**config.mk**
```make
export PLATFORM = sky130hd
export DESIGN_NAME = fft_frame_in
export DESIGN_NICKNAME = d
export VERILOG_FILES = /design/src/rtl/fft_pkg.sv /design/src/rtl/fft_frame_in.sv
export SDC_FILE = /design/constraint.sdc
export NUM_CORES = 1
export LEC_CHECK = 0
export ABC_AREA = 0
export BUFFER_PORTS_ARGS = -buffer_cell sky130_fd_sc_hd__buf_2
export CAP_MARGIN = 20
export CORE_MARGIN = 2
export CORE_UTILIZATION = 60
export CTS_CLUSTER_SIZE = 10
export DETAILED_ROUTE_END_ITERATION = 8
export PLACE_DENSITY = 0.84
export SYNTH_ARGS = -nofsm -noshare
export SYNTH_HDL_FRONTEND = slang
export SYNTH_SLANG_ARGS = --single-unit
```
**constraint.sdc**
```tcl
create_clock -name ck -period 4.7 [get_ports ck]
set_input_delay 0.235 -clock ck [delete_from_list [all_inputs] [get_ports ck]]
set_output_delay 0.235 -clock ck [all_outputs]
set_load 0.1 [all_outputs]
```
**src/rtl/fft_pkg.sv**
```systemverilog
// Shared constants and helpers for the 8-point FFT input framing path.
package fft_pkg;

  localparam int CW     = 32;  // complex sample width {re, im}
  localparam int N      = 8;   // FFT size / frame length
  localparam int RE_MSB = 31;
  localparam int RE_LSB = 16;
  localparam int IM_MSB = 15;
  localparam int IM_LSB = 0;

  // 3-bit index reversal used for decimation-in-time input ordering.
  function automatic logic [2:0] bitrev3(input logic [2:0] k);
    return {k[0], k[1], k[2]};
  endfunction

endpackage

```
**src/rtl/fft_frame_in.sv**
```systemverilog
// Collects 8 complex samples into a frame and presents them in parallel to the
// 8-point FFT. Seven samples are buffered; the eighth is folded straight into
// the output load so a frame completes on its last accept with 1-cycle latency.
module fft_frame_in
  import fft_pkg::*;
#(
  parameter int BITREV = 0
) (
  input  logic          ck,
  input  logic          rst_n,
  input  logic [CW-1:0] in_data,
  input  logic          in_valid,
  input  logic          in_sof,
  output logic          in_ready,
  output logic [CW-1:0] x0,
  output logic [CW-1:0] x1,
  output logic [CW-1:0] x2,
  output logic [CW-1:0] x3,
  output logic [CW-1:0] x4,
  output logic [CW-1:0] x5,
  output logic [CW-1:0] x6,
  output logic [CW-1:0] x7,
  output logic          frame_valid,
  input  logic          frame_ready,
  output logic          drop,
  output logic [7:0]    drop_cnt
);

  logic [2:0]    cnt_q, cnt_d;
  logic [CW-1:0] buf_q [N-1];
  logic [CW-1:0] buf_d [N-1];
  logic [CW-1:0] x_q   [N];
  logic [CW-1:0] x_d   [N];
  logic          out_full_q, out_full_d;
  logic          drop_q, drop_d;
  logic [7:0]    drop_cnt_q, drop_cnt_d;

  logic          accept;
  logic          take;
  logic [CW-1:0] frame [N];  // natural-order frame if this accept completes it
  logic [CW-1:0] perm  [N];  // frame routed to its output slot

  // Only a completing accept can be blocked: the buffer can keep filling
  // while a frame waits, but the eighth sample needs the output registers.
  assign in_ready    = !((cnt_q == 3'd7) && out_full_q && !frame_ready);
  assign accept      = in_valid && in_ready;
  assign take        = out_full_q && frame_ready;
  assign frame_valid = out_full_q;
  assign drop        = drop_q;
  assign drop_cnt    = drop_cnt_q;

  assign x0 = x_q[0];
  assign x1 = x_q[1];
  assign x2 = x_q[2];
  assign x3 = x_q[3];
  assign x4 = x_q[4];
  assign x5 = x_q[5];
  assign x6 = x_q[6];
  assign x7 = x_q[7];

  // Frame assembly and slot permutation are pure wiring fixed at elaboration.
  for (genvar k = 0; k < N - 1; k++) begin : g_frame
    assign frame[k] = buf_q[k];
  end
  assign frame[N-1] = in_data;

  for (genvar k = 0; k < N; k++) begin : g_perm
    localparam logic [2:0] SLOT = (BITREV != 0) ? bitrev3(3'(k)) : 3'(k);
    assign perm[SLOT] = frame[k];
  end

  // Next-state: fill, abort on SOF mid-frame, completion and downstream take.
  always_comb begin
    cnt_d      = cnt_q;
    buf_d      = buf_q;
    x_d        = x_q;
    out_full_d = out_full_q;
    drop_d     = 1'b0;
    drop_cnt_d = drop_cnt_q;

    if (take) begin
      out_full_d = 1'b0;
    end

    if (accept) begin
      if (in_sof && (cnt_q != 3'd0)) begin
        // SOF wins over completion, even at cnt==7.
        buf_d[0] = in_data;
        cnt_d    = 3'd1;
        drop_d   = 1'b1;
        if (drop_cnt_q != 8'hFF) begin
          drop_cnt_d = drop_cnt_q + 8'd1;
        end
      end else if (cnt_q == 3'd7) begin
        x_d        = perm;
        cnt_d      = 3'd0;
        out_full_d = 1'b1;
      end else begin
        buf_d[cnt_q] = in_data;
        cnt_d        = cnt_q + 3'd1;
      end
    end
  end

  // State registers; reset clears everything including the data path.
  always_ff @(posedge ck or negedge rst_n) begin
    if (!rst_n) begin
      cnt_q      <= 3'd0;
      out_full_q <= 1'b0;
      drop_q     <= 1'b0;
      drop_cnt_q <= 8'd0;
      for (int i = 0; i < N - 1; i++) buf_q[i] <= '0;
      for (int i = 0; i < N; i++)     x_q[i]   <= '0;
    end else begin
      cnt_q      <= cnt_d;
      out_full_q <= out_full_d;
      drop_q     <= drop_d;
      drop_cnt_q <= drop_cnt_d;
      buf_q      <= buf_d;
      x_q        <= x_d;
    end
  end

endmodule

```
## Yosys cells after proc, flatten, opt, wreduce, memory -nomap -nowiden

Index checks and enable logic that the tools add are counted.

| word-level totals | value |
|---|---|
| bits in registers | 493 |
| input bits | 37 |
| output and inout port bits | 267 |
| logic and storage cells | 55 |

| operators by class | value |
|---|---|
| $add $sub $neg | 2 |
| magnitude comparators | 2 |
| equality and inequality tests | 3 |
| muxes and demuxes | 13 |
| bitwise gates (word level) | 3 |
| reduce and logical (&&, ||, !) cells | 13 |

Operators with widths:

| operator | number |
|---|---|
| bitwise mux 224 bit | 1 |
| 2-to-1 mux 224 bit | 1 |
| demux 32 bit (select 3 bit) | 1 |
| 2-to-1 mux 32 bit | 2 |
| AND reduction 3 bit | 3 |
| adder 8 x 1 -> 8 bit, second input constant | 1 |
| != test 8 bit, second input constant | 1 |
| logical AND 1 bit | 6 |
| 2-to-1 mux 1 bit | 6 |
| 2-to-1 mux 3 bit | 2 |
| greater-or-equal comparator 4 bit, second input constant | 1 |
| < comparator 4 x 1 -> 1 bit, second input constant | 1 |
| inverter 3 -> 4 bit | 1 |
| adder 3 x 1 -> 3 bit, second input constant | 1 |
| equality test 3 bit, second input constant | 1 |
| nonzero test 3 bit | 1 |
| logical NOT 1 bit | 2 |
| != test 2 x 1 -> 1 bit, second input constant | 1 |
| inverter 1 bit | 2 |
| AND reduction 2 bit | 1 |

## Depth between registers and ports, before layout

Gate-level depths: netlist of the first run.

| depth | value |
|---|---|
| depth after elaboration | 8 |
| depth in mapped cells | 8 |
| gate-level depth less buffers | 6 |

## Worst setup path after synthesis of the first run

OpenSTA, ideal clock, no wires.

| timing | value |
|---|---|
| path kind | register to register |
| from | reg out_full_q, in the netlist frame_valid |
| to | reg x_q (netlist bit x4[10]) |
| setup time | 0.126 ns |
| data arrival time | 3.216 ns |
| required time | 4.574 ns |
| slack | 1.358 ns |
| cell stages (with the launch flop) | 6 |
| path buffers | 2 |
| clock period less this slack | 3.342 ns |
| cells stage by stage | dfrtp_1 -> nand3b_1 -> nand4_1 -> buf_2 -> buf_2 -> mux2_2 |

| between the ends | value |
|---|---|
| longest elaborated chain between the ends | 5 |

Ends and longest elaborated chain:

| item | RTL line | source |
|---|---|---|
| from (decl) | fft_frame_in.sv:34 | `logic out_full_q, out_full_d;` |
| from (signal assigned) | fft_frame_in.sv:116 | `out_full_q <= out_full_d;` |
| logical AND 1 bit (2 in series) | fft_frame_in.sv:45 | `assign in_ready = !((cnt_q == 3'd7) && out_full_q && !frame_ready);` |
| logical NOT 1 bit | fft_frame_in.sv:45 |  |
| via in_ready | fft_frame_in.sv:14 | `output logic in_ready,` |
| logical AND 1 bit | fft_frame_in.sv:46 | `assign accept = in_valid && in_ready;` |
| AND reduction 3 bit (no line) | - |  |
| to (signal assigned) | fft_frame_in.sv:120 | `x_q <= x_d;` |
| to (decl) | fft_frame_in.sv:32 | `logic [CW-1:0] x_q [N];` |

The timed path passes the listed nets, and every way through them passes these cells.
A chain may end at the register's enable or synchronous reset.

## Worst setup path in the final report of the first run

| timing | value |
|---|---|
| from | reg cnt_q[0] |
| to | reg buf_q[127] (netlist bit) |

| between the ends | value |
|---|---|
| longest elaborated chain between the ends | 6 |
| elaborated cells on any way between the ends | 17 |
| classes of those cells | order compare (2); eq/ne (1); mux (3); bitwise (3); reduce/logical (8) |

Ends and longest elaborated chain:

| item | RTL line | source |
|---|---|---|
| from (decl) | fft_frame_in.sv:29 | `logic [2:0] cnt_q, cnt_d;` |
| from (signal assigned) | fft_frame_in.sv:115 | `cnt_q <= cnt_d;` |
| inverter 3 -> 4 bit (implied by the code) / equality test 3 bit (equally long branches) | fft_frame_in.sv:99, fft_frame_in.sv:45, fft_frame_in.sv:94 |  |
| greater-or-equal comparator 4 bit (implied by the code) (tied with other cells) | fft_frame_in.sv:99 | `buf_d[cnt_q] = in_data;` |
| logical AND 1 bit, on equally long branches | fft_frame_in.sv:99, fft_frame_in.sv:45 |  |
| 2-to-1 mux 32 bit (implied by the code) / logical NOT 1 bit (equally long branches) | fft_frame_in.sv:99, fft_frame_in.sv:45 |  |
| demux 32 bit (select 3 bit) / logical AND 1 bit (equally long branches) | fft_frame_in.sv:99, fft_frame_in.sv:46 |  |
| bitwise mux 224 bit / AND reduction 3 bit (equally long branches) | - |  |
| to (signal assigned) | fft_frame_in.sv:119 | `buf_q <= buf_d;` |
| to (decl) | fft_frame_in.sv:30 | `logic [CW-1:0] buf_q [N-1];` |

Several ways; a longest one is shown, not always the timed one.

==> PnR_summary.wiki, run 1 <==
{| class="wikitable"
! Metric !! Value
|-
| Result of the run || finished, final reports clean
|-
| Placed cells || 1,745
|-
| Startpoint of the worst-slack reg-to-reg timing path || cnt_q[0]$_DFFE_PN0P_
|-
| Vertical die dimension || roughly 180 um
|-
| Required time of the worst setup path || 5130 ps
|-
| Avg Vias per Cell || 5.64
|-
| Initial antenna violation count || 2
|-
| Hold path start || in_data[23]
|-
| Drc violations || 0
|-
| Relative area change from synthesis to final layout || 18.5%
|-
| Flip-flop and latch count after synthesis || approximately 490
|-
| Leading cell types in the layout, fill and taps excluded || sky130_fd_sc_hd__dfrtp_1, sky130_fd_sc_hd__mux2_2, sky130_fd_sc_hd__buf_2
|-
| Cells taking the most area after synthesis || sky130_fd_sc_hd__dfrtp_1, sky130_fd_sc_hd__mux2_2, sky130_fd_sc_hd__mux2_1
|-
| Min-Delay Endpoint || buf_q[119]$_DFFE_PN0P_
|-
| Count of endpoints failing hold in the final timing report || 0
|-
| Row count || between 60 and 70
|-
| Slew at the pin closest to its max-slew limit || about 1100 ps
|-
| Final Net Count || about 1.5k
|-
| Commonest non-fill, non-tap cell in the layout || sky130_fd_sc_hd__dfrtp_1
|-
| Distinct cell type count after synthesis || 24
|-
| Post-Route WL || 38,600 um
|-
| Highest fanout seen on the critical path || 32
|-
| Filler-free cell count of the finished design || 1,813
|-
| HPWL after detailed placement || about 24,000 um
|-
| Max-cap viol count || 0
|-
| Cell depth of the worst flop-to-flop path || 6
|-
| Gr ovfl total || 0
|-
| Unrepaired setup endpoints after global routing || false
|-
| Clock-pin slew on the worst setup and hold paths || roughly 50 ps
|-
| Die Area || ~32,000 um2
|-
| Fraction of post-synthesis cell area in the top cell type by area || 0.669
|-
| Mean cell area of the mapped netlist || 17.0 um2
|-
| Cell taking the most area after synthesis || sky130_fd_sc_hd__dfrtp_1
|-
| Fraction of final layout cells sized beyond drive strength 1 || 0.559
|-
| Sequential share of the synthesized area || 0.669
|-
| Wirelength per Cell || roughly 21 um
|-
| Maximum clock path buffer count || 3
|-
| Post-Syn Nets || around 1.1k
|-
| CTS Root Cell || sky130_fd_sc_hd__clkbuf_16
|-
| Number of sinks handled by clock tree synthesis || roughly 490
|-
| Critical path launch point type || register
|-
| Vias || roughly 10k
|-
| Gp weighted congestion || 0.761
|-
| Instance area after placement || ~20,000 um2
|-
| Initial DRC Count || just under 600
|-
| Fmax || roughly 0.37 GHz
|-
| Min-Delay Path Depth || 2
|-
| Arrival time reported for the critical path endpoint || 3130 ps
|-
| Crit. End Element || register
|-
| Area of the mapped netlist || around 18,000 um2
|-
| Wire length of the first global-routing pass || about 60,000 um
|-
| Total of fill cells in the finished design || 1,933
|-
| Max H-tree Level || 2
|-
| Clock period minus worst slack || about 2700 ps
|-
| Type of the worst setup path || register to register
|-
| Register-to-register setup slack || approximately 2000 ps
|-
| Number of clock buffers inserted by TritonCTS || 55
|-
| Number of global-route vias before repair || 10.8k
|-
| Number of warnings printed during yosys synthesis || 0
|-
| Antenna-violating nets left || 0
|-
| TritonCTS clock tree || done
|-
| Final number of max-transition violations || 0
|-
| First-pass DRT Iterations || 4
|-
| Port-buffer cells || around 300
|-
| Setup Total Neg Slack || 0 ps
|-
| Initial standard-cell utilization of the core || 0.606
|-
| Final setup fails || 0
|-
| Mapped Cells || 1,087
|-
| Post-route cell area || 21,800 um2
|-
| Placeable core region || around 30,000 um2
|-
| R2R Path End || buf_q[127]$_DFFE_PN0P_
|-
| Post-CTS setup buffers || 0
|-
| Global Route Usage Sum || 0.243
|-
| Headroom to the max-slew limit || 0.287
|-
| Clock latency of the later-clocked register in the worst-skew pair || roughly 550 ps
|-
| Post-route fraction of the period consumed by the critical path || 0.575
|-
| Min-delay worst type || input pin to register
|-
| IO Pins || 304
|-
| Skew final || approximately 18 ps
|-
| Pin count of the biggest net entering global routing || about 160
|-
| Die extent in x || 179 um
|}
worst max-delay path: stages, from the launching register on:
cell and delay, ps:
sky130_fd_sc_hd__dfrtp_1 440, sky130_fd_sc_hd__ha_1 230, sky130_fd_sc_hd__ha_1 230, sky130_fd_sc_hd__nor2_1 170
sky130_fd_sc_hd__and3_1 270, sky130_fd_sc_hd__and3_2 810, sky130_fd_sc_hd__mux2_2 410
sequential cells by signal (all words and copies together) (netlist names):
register / count
x0: 32
drop_cnt: 8
x1: 32
frame_valid: 1
x7: 32
x6: 32
x4: 32
x5: 32
cnt_q: 3
x3: 32
x2: 32
buf_q: 224
drop: 1
cells by family after synthesis:
| family | after synthesis | synth area share |
|---|---|---|
| adders and majority gates | 4 | 0.00272 |
| xor gates and xnor gates | 7 | 0.00333 |
| DFF | 493 | 0.669 |
| buffers and inverters | 54 | 0.0173 |
| muxes | 481 | 0.294 |
| AOI/OAI and AO/OA | 6 | 0.00197 |
| and+or+nand+nor | 42 | 0.0115 |
timing repair:
item                      4_1_cts  5_1_grt
resized for setup               0        0
hold endpoints to repair      116        0
hold buffers                    2        0
area by class of cell:
type,count,area [um2],share of cell area
Antenna cell,1,2.50,0.000115
Clock buffer,61,1440,0.0660
Clock inverter,1,5.00,0.000229
Inverter,4,15.0,0.000688
Multi-Input combinational cell,540,5800,0.266
Sequential cell,493,12300,0.565
Tap cell,396,495,0.0227
Timing Repair Buffer,317,1740,0.0797
Yosys cell counts:
cell type,instances
sky130_fd_sc_hd__nor2_1,7
sky130_fd_sc_hd__mux2_1,72
sky130_fd_sc_hd__and4bb_2,1
sky130_fd_sc_hd__nor3_1,2
sky130_fd_sc_hd__and3_1,3
sky130_fd_sc_hd__nand3_1,4
sky130_fd_sc_hd__buf_4,14
sky130_fd_sc_hd__nor3b_1,1
sky130_fd_sc_hd__o21a_1,1
sky130_fd_sc_hd__nand2b_1,3
sky130_fd_sc_hd__a21oi_2,1
sky130_fd_sc_hd__nand2_1,14
sky130_fd_sc_hd__dfrtp_1,493
sky130_fd_sc_hd__inv_1,4
sky130_fd_sc_hd__buf_2,33
sky130_fd_sc_hd__o21ai_0,4
sky130_fd_sc_hd__xor2_1,7
sky130_fd_sc_hd__nor4_1,2
sky130_fd_sc_hd__buf_6,3
sky130_fd_sc_hd__mux2_2,409
sky130_fd_sc_hd__nand3b_1,1
sky130_fd_sc_hd__nand4_1,3
sky130_fd_sc_hd__ha_1,4
sky130_fd_sc_hd__nand2_2,1
per-layer routing:
metal / GRT usage / vias up / part of all wire
met4: 0.0763 / 2 / 0.030
met2: 0.395 / 267 / 0.48
li1: - / 4479 / -
met3: 0.0651 / 81 / 0.069
met1: 0.321 / 5388 / 0.42
met5: 0 / - / 0.00010
worst max path at each step:
stage / start / cells past startpoint / slack [ps] / end
after detailed placement: cnt_q[0]$_DFFE_PN0P_ / 6 / 2030 / buf_q[96]$_DFFE_PN0P_
after CTS: cnt_q[0]$_DFFE_PN0P_ / 6 / 2020 / buf_q[96]$_DFFE_PN0P_
after floorplan: frame_valid$_DFF_PN0_ / 5 / 1360 / x4[10]$_DFFE_PN0P_
after global routing: cnt_q[0]$_DFFE_PN0P_ / 6 / 1820 / buf_q[127]$_DFFE_PN0P_
after global placement: cnt_q[0]$_DFFE_PN0P_ / 6 / 2110 / buf_q[96]$_DFFE_PN0P_
final: cnt_q[0]$_DFFE_PN0P_ / 6 / 2000 / buf_q[127]$_DFFE_PN0P_
metrics by stage:
stage	hold WS, ps	util	setup slack, ps
after global routing	31.6	0.717	1820
after detailed placement	391	0.667	2030
after global placement	375	0.667	2110
final	31.9	0.717	2000
after CTS	12.8	0.715	2020
after floorplan	-60.6	-	1360
Power of run 1 is left out: the tool's default activity adds up to more than one toggle a clock period on the data nets, which glitch-free logic cannot reach.
==> run 2: changes to the inputs <==
CORE_UTILIZATION = 56   (was 60)
PLACE_DENSITY = 0.79   (was 0.84)
clock period = 2.8 ns   (was 4.7 ns; I/O delays follow)
==> run 2 against run 1 <==
Compared with the run above: via count grew 1.7%; sequential cell count is the same; global-route usage shrank 0.67 points; non-clock buffer count grew 56; cell count grew 5.7%; first-iteration DRC count shrank 10%; hold slack lost 11 ps; sequential share of layout area shrank 1.8 points; die area grew 7.0%; critical path type unchanged; critical endpoint is now buf_q[117]$_DFFE_PN0P_.
==> PnR_summary.wiki, run 2 (same netlist as run 1, synthesis figures left out) <==
{| class="wikitable"
! Metric !! Value
|-
| Initial antenna violation count || 1
|-
| Relative area change from synthesis to final layout || 22.3%
|-
| Vias || between 10k and 15k
|-
| Fraction of final layout cells sized beyond drive strength 1 || 0.555
|-
| CTS Root Cell || sky130_fd_sc_hd__clkbuf_16
|-
| Port-buffer cells || 303
|-
| Highest fanout seen on the critical path || 12
|-
| Max FFs per register || ~220
|-
| Initial DRC Count || 530
|-
| Min-Delay Path Depth || 2
|-
| Gates resized, CTS repair || 0
|-
| Drc violations || 0
|-
| Critical path launch point type || register
|-
| Max-cap viol count || 0
|-
| Total of hold buffers inserted after clock tree synthesis || 35
|-
| Crit. End Element || register
|-
| Post-CTS setup buffers || 0
|-
| Final setup fails || 0
|-
| CP dominant cell by count || sky130_fd_sc_hd__ha_1
|-
| Antenna-violating nets left || 0
|-
| HPWL after detailed placement || about 26,000 um
|-
| Headroom to the max-slew limit || 0.486
|-
| TritonCTS clock tree || done
|-
| Unrepaired setup endpoints after global routing || false
|-
| Hold path start || in_data[11]
|-
| Instance area after placement || just over 20,000 um2
|-
| Gr ovfl total || 0
|-
| Row count || 66
|-
| Required time of the worst setup path || around 3200 ps
|-
| Wire length of the first global-routing pass || between 60,000 and 70,000 um
|-
| Chain of cells forming the critical path || ha_1, ha_1, nor2_1, and3_1, and3_2, buf_12, mux2_1
|-
| Skew final || ~12 ps
|-
| Number of global-route vias before repair || 11.2k
|-
| Post-Route WL || slightly below 40,000 um
|-
| Post-route cell area || approximately 23,000 um2
|-
| Type of the worst setup path || register to register
|-
| IO Pins || 304
|-
| Leading cell types in the layout, fill and taps excluded || sky130_fd_sc_hd__dfrtp_1, sky130_fd_sc_hd__mux2_2, sky130_fd_sc_hd__buf_2
|-
| Placeable core region || ~32,000 um2
|-
| Setup Total Neg Slack || 0 ps
|-
| Clock latency of the later-clocked register in the worst-skew pair || 550 ps
|-
| Min-Delay Endpoint || buf_q[171]$_DFFE_PN0P_
|-
| Global Route Usage Sum || 0.236
|-
| First-pass DRT Iterations || 4
|-
| Clock-pin slew on the worst setup and hold paths || 60 ps
|-
| Initial standard-cell utilization of the core || 0.568
|-
| Slew at the pin closest to its max-slew limit || ~770 ps
|-
| Startpoint of the worst-slack reg-to-reg timing path || cnt_q[0]$_DFFE_PN0P_
|-
| Avg Vias per Cell || approximately 5.4
|-
| Commonest non-fill, non-tap cell in the layout || sky130_fd_sc_hd__dfrtp_1
|-
| Arrival time reported for the critical path endpoint || roughly 2900 ps
|-
| Wirelength per Cell || a little over 20 um
|-
| Total of fill cells in the finished design || 2,186
|-
| Largest register by flop count || buf_q
|-
| Post-route fraction of the period consumed by the critical path || 0.874
|-
| Min-delay worst type || input pin to register
|-
| Vertical die dimension || around 190 um
|-
| Final number of max-transition violations || 0
|-
| Number of sinks handled by clock tree synthesis || between 400 and 500
|-
| Maximum clock path buffer count || 3
|-
| Count of endpoints failing hold in the final timing report || 0
|-
| Max H-tree Level || 2
|-
| R2R Path End || buf_q[117]$_DFFE_PN0P_
|-
| Clock period minus worst slack || approximately 2400 ps
|-
| Die Area || between 30,000 and 40,000 um2
|-
| Gp weighted congestion || about 0.75
|-
| Cell depth of the worst flop-to-flop path || 7
|-
| Worst path slowest cell || sky130_fd_sc_hd__and3_2
|-
| Result of the run || finished, final reports clean
|-
| Slowest Stage Delay on Critical Path || 450 ps
|-
| Fmax || slightly above 0.4 GHz
|-
| Pin count of the biggest net entering global routing || around 120
|-
| Die extent in x || 185 um
|-
| Final Net Count || about 1.5k
|-
| Number of clock buffers inserted by TritonCTS || 55
|-
| Register-to-register setup slack || 350 ps
|}
run 2: how the worst max path moves through the flow:
stage / end / from / slack [ps]
after global routing: buf_q[117]$_DFFE_PN0P_ / cnt_q[0]$_DFFE_PN0P_ / 230
after CTS: buf_q[107]$_DFFE_PN0P_ / cnt_q[0]$_DFFE_PN0P_ / 340
after detailed placement: buf_q[117]$_DFFE_PN0P_ / cnt_q[0]$_DFFE_PN0P_ / 350
after global placement: buf_q[96]$_DFFE_PN0P_ / cnt_q[0]$_DFFE_PN0P_ / 450
final: buf_q[117]$_DFFE_PN0P_ / cnt_q[0]$_DFFE_PN0P_ / 350
after floorplan: x0[1]$_DFFE_PN0P_ / cnt_q[0]$_DFFE_PN0P_ / -100
run 2: final cells by class:
| type | count | area [um2] | area share |
|---|---|---|---|
| Antenna cell | 1 | 2.50 | 0.000111 |
| Clock buffer | 63 | 1470 | 0.0652 |
| Inverter | 4 | 15.0 | 0.000666 |
| Multi-Input combinational cell | 540 | 5800 | 0.257 |
| Sequential cell | 493 | 12300 | 0.547 |
| Tap cell | 442 | 553 | 0.0245 |
| Timing Repair Buffer | 373 | 2360 | 0.105 |
run 2: critical path, delay by kind of cell (launching register included):
| family | cells | cell delay (ps) |
|---|---|---|
| adders and majority gates | 2 | 470 |
| buffers and inverters | 1 | 200 |
| DFF | 1 | 440 |
| muxes | 1 | 330 |
| and+or+nand+nor | 3 | 870 |
run 2: layer usage:
metal,up-vias,part of all wire,track usage
met5,-,0,0
met2,251,0.49,0.390
met4,0,0.026,0.0771
met3,55,0.057,0.0556
li1,4605,-,-
met1,5479,0.42,0.310
run 2: through the flow:
step,instances,setup WS [ps],utilization,hold WS (ps)
5_1_grt,1916,233,0.695,6.41
3_3_place_gp,1817,452,0.639,245
2_1_floorplan,1087,-104,-,-156
4_1_cts,1915,343,0.695,10.9
3_5_place_dp,1817,354,0.639,244
6_report,1916,354,0.695,21.0
Power of run 2 is left out for the same reason.
==> run 3: changes to the inputs <==
--- a/config.mk
+++ b/config.mk
@@ -8,2 +8,3 @@
 export ABC_AREA = 0
+export ABC_CLOCK_PERIOD_IN_PS = 2800
 export BUFFER_PORTS_ARGS = -buffer_cell sky130_fd_sc_hd__buf_2
--- a/constraint.sdc
+++ b/constraint.sdc
@@ -3,2 +3,2 @@
 set_output_delay 0.14 -clock ck [all_outputs]
-set_load 0.1 [all_outputs]
+set_load 0.005 [all_outputs]
==> run 3 against run 2 <==
Compared with the run above: hold slack better by 100 ps; die area unchanged; setup slack better by 30 ps; count of clock-buffer cells in the layout down 3; via count up 0.68%; clock skew up 8.9 ps; maximum frequency up 1.2%; routed wire length up 2.1%; sequential cell count unchanged.
==> PnR_summary.wiki, run 3 (same netlist as run 1, synthesis figures left out) <==
{| class="wikitable"
! Metric !! Value
|-
| Result of the run || finished, final reports clean
|-
| Fmax || around 0.41 GHz
|-
| Maximum clock path buffer count || 3
|-
| Relative area change from synthesis to final layout || 21.7%
|-
| Global Route Usage Sum || 0.238
|-
| Clock latency of the later-clocked register in the worst-skew pair || roughly 570 ps
|-
| Number of global-route vias before repair || 11.0k
|-
| Initial DRC Count || roughly 500
|-
| Gr ovfl total || 0
|-
| Max-cap viol count || 0
|-
| Die extent in x || approximately 190 um
|-
| Final setup fails || 0
|-
| Post-CTS setup buffers || 0
|-
| Wirelength per Cell || about 21 um
|-
| Unrepaired setup endpoints after global routing || false
|-
| Critical path launch point type || register
|-
| Post-route cell area || roughly 22,000 um2
|-
| Final number of max-transition violations || 0
|-
| First-pass DRT Iterations || 4
|-
| Leading cell types in the layout, fill and taps excluded || sky130_fd_sc_hd__dfrtp_1, sky130_fd_sc_hd__mux2_2, sky130_fd_sc_hd__buf_2
|-
| Drc violations || 0
|-
| Placeable core region || between 30,000 and 40,000 um2
|-
| Vias || 10.5k
|-
| Antenna-violating nets left || 0
|-
| Clock-pin slew on the worst setup and hold paths || about 50 ps
|-
| Headroom to the max-slew limit || 0.580
|-
| Crit. End Element || register
|-
| Lkg Pwr || roughly 12 nW
|-
| Avg Vias per Cell || 5.47
|-
| Instance area after placement || between 20,000 and 25,000 um2
|-
| Peak supply drop || approximately 0.59 mV
|-
| Fraction of final layout cells sized beyond drive strength 1 || 0.552
|-
| Setup Total Neg Slack || 0 ps
|-
| Post-Route WL || ~41,000 um
|-
| Number of sinks handled by clock tree synthesis || around 490
|-
| Highest fanout seen on the critical path || 10
|-
| Vertical die dimension || ~190 um
|-
| Pin count of the biggest net entering global routing || about 100
|-
| Post-route fraction of the period consumed by the critical path || 0.863
|-
| Power density over cell area || 984 nW/um2
|-
| Arrival time reported for the critical path endpoint || ~2900 ps
|-
| Initial antenna violation count || 1
|-
| Max FFs per register || 224
|-
| CTS Root Cell || sky130_fd_sc_hd__clkbuf_16
|-
| Port-buffer cells || 303
|-
| Commonest non-fill, non-tap cell in the layout || sky130_fd_sc_hd__dfrtp_1
|-
| Row count || 66
|-
| HPWL after detailed placement || ~26,000 um
|-
| Count of endpoints failing hold in the final timing report || 0
|-
| Gp weighted congestion || 0.771
|-
| Die Area || about 34,000 um2
|-
| Type of the worst setup path || register to register
|-
| Number of clock buffers inserted by TritonCTS || 55
|-
| Total of fill cells in the finished design || roughly 2.2k
|-
| Required time of the worst setup path || ~3200 ps
|-
| Skew final || about 21 ps
|-
| Clock period minus worst slack || about 2400 ps
|-
| Slew at the pin closest to its max-slew limit || roughly 630 ps
|-
| IO Pins || 304
|-
| Max H-tree Level || 2
|-
| TritonCTS clock tree || done
|-
| Min-delay worst type || input pin to register
|-
| Wire length of the first global-routing pass || 62,300 um
|-
| Initial standard-cell utilization of the core || 0.568
|-
| Final Net Count || 1,503
|-
| Largest register by flop count || buf_q
|}
==> run 3: cell types whose count changed in the layout (fill, tap and decap cells not counted), sizes merged <==
cell	change
clkbuf	-3
buf	-5
diode	+1
inv	+3
==> run 3: area by class of cell <==
class	instances	area (um2)	area share
antenna	2	5.00	0.000223
tap	442	553	0.0247
inverter	4	15.0	0.000670
clock buffer	60	1420	0.0631
multi-input combinational	540	5800	0.258
timing repair buffer	368	2280	0.102
sequential	493	12300	0.550
clock inverter	3	26.3	0.00117
==> run 3: path summary, 6_finish.rpt <==
check / from / end / slack, ps / cells past startpoint
max reg2reg: cnt_q[0]$_DFFE_PN0P_ / buf_q[203]$_DFFE_PN0P_ / 380 / 7
min in group asynchronous: rst_n / x3[11]$_DFFE_PN0P_ / 190 / 2
min: in_valid / cnt_q[2]$_DFFE_PN0P_ / 120 / 3
max: cnt_q[0]$_DFFE_PN0P_ / buf_q[203]$_DFFE_PN0P_ / 380 / 7
min reg2reg: buf_q[201]$_DFFE_PN0P_ / x0[9]$_DFFE_PN0P_ / 480 / 1
max in group asynchronous: rst_n / x5[20]$_DFFE_PN0P_ / 1600 / 4
==> run 3: through the flow <==
| stage | util | setup WS (ps) | cells | total power, mW | hold slack, ps |
|---|---|---|---|---|---|
| 6_report | 0.691 | 384 | 1912 | 22.1 | 123 |
| 5_1_grt | 0.691 | 209 | 1911 | 23.2 | 178 |
| 4_1_cts | 0.691 | 356 | 1910 | 22.3 | 86.6 |
| 3_5_place_dp | 0.636 | 366 | 1812 | 16.1 | 187 |
| 3_3_place_gp | 0.636 | 462 | 1812 | 15.7 | 174 |
| 2_1_floorplan | - | 767 | 1087 | 13.7 | -156 |
==> run 3: per-layer routing <==
| layer | vias to the layer above | routed length, um | GRT usage |
|---|---|---|---|
| li1 | 4599 | - | - |
| met1 | 5506 | 16900 | 0.307 |
| met2 | 278 | 19800 | 0.393 |
| met3 | 78 | 2520 | 0.0582 |
| met4 | 0 | 1350 | 0.0870 |
| met5 | - | 0 | 0 |
==> run 3: power breakdown <==
| part | leakage [nW] | internal (mW) | switching (mW) | total [mW] |
|---|---|---|---|---|
| Combinational | 4.70 | 2.90 | 2.02 | 4.92 |
| Clock | 0.709 | 3.51 | 2.54 | 6.05 |
| Sequential | 6.46 | 9.74 | 1.36 | 11.1 |
| Total | 11.9 | 16.2 | 5.92 | 22.1 |
==> run 3: what timing repair did <==
item,CTS,global route
gates resized for setup,0,0
hold buffers,35,0
endpoints found under the hold margin,322,0
==> run 3: worst max-delay path: stages, from the launching register on <==
cell and delay, ps:
sky130_fd_sc_hd__dfrtp_1 440, sky130_fd_sc_hd__ha_1 230, sky130_fd_sc_hd__ha_1 220, sky130_fd_sc_hd__nand3b_1 160, sky130_fd_sc_hd__nand2_1 200, sky130_fd_sc_hd__a21oi_4 400, sky130_fd_sc_hd__buf_4 300, sky130_fd_sc_hd__mux2_2 350
No activity file was read; power rests on OpenSTA's default activity.
